### config.mk
export PLATFORM = sky130hd
export DESIGN_NAME = vector_mem_sequencer
export DESIGN_NICKNAME = d
export VERILOG_FILES = /design/src/rtl/vector_mem_sequencer.sv
export SDC_FILE = /design/constraint.sdc
export NUM_CORES = 1
export LEC_CHECK = 0
export ABC_AREA = 1
export CAP_MARGIN = 15
export CORE_MARGIN = 2
export CORE_UTILIZATION = 53
export CTS_BUF_LIST = sky130_fd_sc_hd__clkbuf_8
export DETAILED_ROUTE_END_ITERATION = 12
export PLACE_DENSITY = 0.82
export SLEW_MARGIN = 40
export SYNTH_ARGS = -nofsm -noshare
export SYNTH_HDL_FRONTEND = slang
export SYNTH_SLANG_ARGS = --single-unit
### constraint.sdc
create_clock -name clk -period 6.05 [get_ports clk]
set_clock_uncertainty 0.1 [all_clocks]
set_input_delay 0.9075 -clock clk [delete_from_list [all_inputs] [get_ports clk]]
set_output_delay 0.9075 -clock clk [all_outputs]
set_load 0.01 [all_outputs]
### src/rtl/vector_mem_sequencer.sv
// Splits one vector load/store into per-lane scalar accesses at strided addresses; lane k issued at cycle k+1.
// Store done at vl+1, load done at vl+2; no backpressure from memory, busyM stalls the pipeline front while active.
module vector_mem_sequencer #(
    parameter int LANES  = 4,
    parameter int DATA_W = 32,
    parameter int ADDR_W = 32
) (
    input  logic                      clk,
    input  logic                      rst,
    input  logic                      startM,
    input  logic                      isStoreM,
    input  logic [ADDR_W-1:0]         baseM,
    input  logic [ADDR_W-1:0]         strideM,
    input  logic [$clog2(LANES):0]    vlM,
    input  logic [LANES*DATA_W-1:0]   wdVecM,
    output logic                      memWriteOut,
    output logic [ADDR_W-1:0]         addrOut,
    output logic [DATA_W-1:0]         wdOut,
    input  logic [DATA_W-1:0]         rdIn,
    output logic [LANES*DATA_W-1:0]   rdVecOut,
    output logic                      busyM,
    output logic                      doneM
);

    localparam int IDX_W = $clog2(LANES);
    localparam int VL_W  = $clog2(LANES) + 1;

    typedef enum logic [1:0] {
        IDLE  = 2'd0,
        ISSUE = 2'd1,
        DRAIN = 2'd2,
        DONE  = 2'd3
    } state_t;

    state_t              state;
    logic [IDX_W-1:0]    lane;
    logic [IDX_W-1:0]    lane_nxt;
    logic [IDX_W-1:0]    cap_idx;
    logic                cap_vld;
    logic [VL_W-1:0]     vl_q;
    logic [VL_W-1:0]     vl_clamp;
    logic                is_store;
    logic                last_lane;
    logic [ADDR_W-1:0]   stride_q;
    logic [ADDR_W-1:0]   next_addr;
    logic [DATA_W-1:0]   wd_in   [LANES];
    logic [DATA_W-1:0]   wd_lane [LANES];
    logic [DATA_W-1:0]   rd_lane [LANES];

    for (genvar g = 0; g < LANES; g++) begin : g_lane
        assign wd_in[g]                       = wdVecM[g*DATA_W +: DATA_W];
        assign rdVecOut[g*DATA_W +: DATA_W]   = rd_lane[g];
    end

    always_comb begin
        vl_clamp = vlM;
        if (vlM > VL_W'(LANES)) begin
            vl_clamp = VL_W'(LANES);
        end
    end

    assign last_lane = (({1'b0, lane} + VL_W'(1)) == vl_q);
    assign lane_nxt  = lane + IDX_W'(1);

    assign busyM = (state != IDLE) || startM;
    assign doneM = (state == DONE);

    // Outputs for lane k are registered one edge ahead so lane k is on the bus in cycle k+1.
    always_ff @(posedge clk) begin
        if (rst) begin
            state       <= IDLE;
            lane        <= '0;
            cap_idx     <= '0;
            cap_vld     <= 1'b0;
            vl_q        <= '0;
            is_store    <= 1'b0;
            stride_q    <= '0;
            next_addr   <= '0;
            memWriteOut <= 1'b0;
            addrOut     <= '0;
            wdOut       <= '0;
            for (int i = 0; i < LANES; i++) begin
                rd_lane[i] <= '0;
                wd_lane[i] <= '0;
            end
        end else begin
            cap_vld     <= 1'b0;
            memWriteOut <= 1'b0;
            addrOut     <= '0;
            wdOut       <= '0;

            // Read data lags its address by one cycle, so capture uses the delayed lane index.
            if (cap_vld) begin
                rd_lane[cap_idx] <= rdIn;
            end

            case (state)
                IDLE: begin
                    if (startM) begin
                        is_store  <= isStoreM;
                        vl_q      <= vl_clamp;
                        stride_q  <= strideM;
                        lane      <= '0;
                        next_addr <= baseM + strideM;
                        for (int i = 0; i < LANES; i++) begin
                            wd_lane[i] <= wd_in[i];
                        end
                        if (vl_clamp == '0) begin
                            state <= DONE;
                        end else begin
                            state       <= ISSUE;
                            memWriteOut <= isStoreM;
                            addrOut     <= baseM;
                            wdOut       <= isStoreM ? wd_in[0] : '0;
                            if (!isStoreM) begin
                                for (int i = 0; i < LANES; i++) begin
                                    rd_lane[i] <= '0;
                                end
                            end
                        end
                    end
                end
                ISSUE: begin
                    cap_vld <= !is_store;
                    cap_idx <= lane;
                    if (last_lane) begin
                        state <= is_store ? DONE : DRAIN;
                    end else begin
                        lane        <= lane_nxt;
                        memWriteOut <= is_store;
                        addrOut     <= next_addr;
                        wdOut       <= is_store ? wd_lane[lane_nxt] : '0;
                        next_addr   <= next_addr + stride_q;
                    end
                end
                DRAIN: begin
                    state <= DONE;
                end
                DONE: begin
                    state <= IDLE;
                end
                default: begin
                    state <= IDLE;
                end
            endcase
        end
    end

endmodule

==> metrics.md <==
| Metric | Value |
|---|---|
| Outcome | `finished, final reports clean` |
| Number of buffers inserted during clock tree synthesis | `67` |
| Cells after Synth | `2609` |
| Data required time of the worst path | `6200 ps` |
| Count of state elements after synthesis | `396` |
| Count of distinct cell types in the synthesized netlist | `39` |
| Commonest cells after routing, fill and taps aside | `605 x nand2_1, 482 x nor2_1, 435 x inv_1` |
| Post-DR wirelength/cell | `17.8 um` |
| Area of all placed cells without fillers | `0.0264 mm2` |
| DP Wirelength | `46200 um` |
| Htree depth | `3` |
| Register-to-register setup slack | `2560 ps` |
| Core occupancy in the finished layout | `68.7%` |
| Cell type contributing the most total cell area after synthesis | `edfxtp_1` |
| Nets in the synthesized netlist | `2908` |
| Number of cells on the worst hold path | `2` |
| Count of pins over their slew limit | `0` |
| Area after detailed placement | `0.0251 mm2` |
| Antenna Nets Post-Route | `0` |
| Insertion delay to the later sink of the worst-skew pair | `620 ps` |
| Maximum Capacitance Violations | `0` |
| Cell at the root of the clock tree | `clkbuf_8` |
| Period minus WS final | `3520 ps` |
| Die height | `201 um` |
| Relative slew margins | `46.6%` |
| Vias per inst | `5.32` |
| Number of buffers inserted for hold repair after clock tree synthesis | `0` |
| Mean Syn Cell Area | `7.86 um2` |
| Share of the clock period used by the worst path after layout | `58.2%` |
| Leak pwr | `12.2 nW` |
| Fraction of layout instances using a drive strength above 1 | `4.92%` |
| Setup WS post-layout | `2530 ps` |
| Beginning of the worst hold path | `stride_q[3]` |
| Num ports | `426` |
| Die X-Extent | `201 um` |
| Detailed Routing Iterations Pass 1 | `6` |
| Effective utilization at floorplan | `53.4%` |
| Hold Path End | `stride_q[3]` |
| Final Hold Vio Count | `0` |
| DRT Wirelength | `64000 um` |
| Initial antenna violation count | `1` |
| Type of the setup path with the least slack | `input port to flip-flop` |
| Initial DRC count | `1613` |
| Pre-CTS setup slack | `1920 ps` |
| RSZ-0062 raised after global routing | `no` |
| Class of the tightest hold or removal check | `flip-flop to flip-flop` |
| Sinks on the clock net | `396` |
| Final weighted congestion in routability-driven placement | `0.969` |
| Critical path launch point type | `input port` |
| First-pass GRT wire length | `99600 um` |
| Count of synthesis-stage warnings from yosys | `0` |
| Layout fillers | `3054` |
| Global-route usage over all layers | `31.3%` |
| Highest fanout seen on the critical path | `38` |
| Portion of synthesized cell area occupied by the leading cell type | `37.5%` |
| Seq/Total Area, Yosys | `51.2%` |
| CTS max path bufs | `3` |
| Area of the mapped netlist | `0.0205 mm2` |
| Global route overflow | `0` |
| CTS tree | `done` |
| Vias in the first global route | `18600` |
| Final Net Count | `3314` |
| Power density over the cells | `359 mW/mm2` |
| Commonest non-fill, non-tap cell in the layout | `nand2_1` |
| Summed negative setup slack over all endpoints | `0 ps` |
| Largest net degree at the start of global routing | `112` |
| CP endpoint kind | `flip-flop` |
| # resized after CTS | `0` |
| Area contributors post-synth | `edfxtp_1 38%, dfxtp_1 14%, nand2_1 11%` |
| Startpoint of the worst register-to-register path | `state[0]` |
| Highest attainable clock frequency | `284 MHz` |
| Total via count after detailed routing | `19100` |
| Core region area | `0.0384 mm2` |
| Data arrival, critical path | `3680 ps` |
| Reg2reg end | `rd_lane[2][27]` |
| Area growth syn-to-layout | `28.6%` |
| Die outline area | `0.0403 mm2` |
| Worst supply voltage drop on vdd | `0.275 mV` |
| Slew of the pin with the lowest slew margin | `801 ps` |
| Count of input and output buffers | `425` |
| Clock Pin Slew Worst Setup and Hold Paths | `50 ps` |
| Post-CTS Setup Bufs | `0` |
| Cell depth of the worst flop-to-flop path | `11` |
| Number of rows in the core area | `72` |
| Setup Viol. Count Final | `0` |
| Post-route DRC violation count | `0` |
| Worst hold slack | `373 ps` |
synth_stat cells, drive strengths merged:
cell	instances
a211oi	3
a21o	1
a21oi	156
a31oi	2
and3	2
buf	62
clkbuf	43
dfxtp	140
edfxtp	256
fa	2
ha	66
inv	428
nand2	616
nand3	182
nand3b	10
nand4	7
nor2	491
nor3	11
nor4	4
o211ai	3
o21ai	67
o21bai	5
o22ai	1
o31ai	1
o32ai	32
or2	1
xnor2	5
xor2	12
metrics by stage:
step                      instances  power, mW
final                          3586       9.46
after floorplan                2609       5.98
after global placement         3463       7.05
after global routing           3585       9.99
after CTS                      3584       9.45
after detailed placement       3463       7.16
state kept, by name (all words and copies together) (netlist names):
register,count
addrOut,32
cap_idx,2
cap_vld,1
is_store,1
lane,2
memWriteOut,1
next_addr,32
rd_lane,128
state,2
stride_q,32
vl_q,3
wdOut,32
wd_lane,128
worst max-delay path by stage:
| stage | from | end | slack, ps |
|---|---|---|---|
| 2_1_floorplan | rst | wd_lane[0][0] | 1470 |
| 3_3_place_gp | startM | rd_lane[3][29] | 1990 |
| 3_5_place_dp | startM | rd_lane[2][27] | 1920 |
| 4_1_cts | startM | rd_lane[2][12] | 2560 |
| 5_1_grt | state[0] | rd_lane[2][27] | 2270 |
| 6_report | startM | rd_lane[2][27] | 2530 |
report_power, final:
part	leakage, nW	total [mW]	switching (mW)	internal [mW]
sequential	3.87	3.72	0.252	3.47
clock	0.748	2.30	1.11	1.19
combinational	7.63	3.45	2.24	1.21
layout make-up:
| cell class | instances | area, um2 | share of cell area (%) |
|---|---|---|---|
| Sequential cell | 396 | 10500 | 39.8 |
| Multi-Input combinational cell | 1680 | 7940 | 30.1 |
| Timing Repair Buffer | 442 | 4400 | 16.7 |
| Inverter | 428 | 1610 | 6.11 |
| Clock buffer | 75 | 1030 | 3.92 |
| Tap cell | 518 | 648 | 2.46 |
| Clock inverter | 46 | 229 | 0.869 |
| Antenna cell | 1 | 2.50 | 0.00949 |
worst max-delay path, stage by stage:
cell and delay, ps:
clkdlybuf4s50_1 460, nand2_1 90, buf_4 410, nor2_1 100, nand2_1 110, nand2_1 120
nor2_4 190, nand3_2 600, nand2_1 220, buf_4 410
metal layers:
layer | up-vias | share of wire (%) | global-route usage (%) | wire, um
li1 | 9098 | - | - | -
met1 | 8805 | 39 | 39.5 | 25300
met2 | 1006 | 48 | 53.0 | 30800
met3 | 160 | 9.0 | 6.04 | 5790
met4 | 2 | 3.4 | 12.5 | 2170
met5 | - | 0.017 | 0 | 11
logic make-up after synthesis:
| logic type | after synthesis | share of synthesized area, % |
|---|---|---|
| AO/OA/AOI/OAI | 271 | 7.38 |
| buffers and inverters | 533 | 10.3 |
| AND/OR/NAND/NOR | 1324 | 26.2 |
| flip-flops | 396 | 51.2 |
| adder cells (fa/ha/maj) | 68 | 4.22 |
| XOR/XNOR | 17 | 0.726 |
Note: power is estimated with default switching activity, not from simulation.
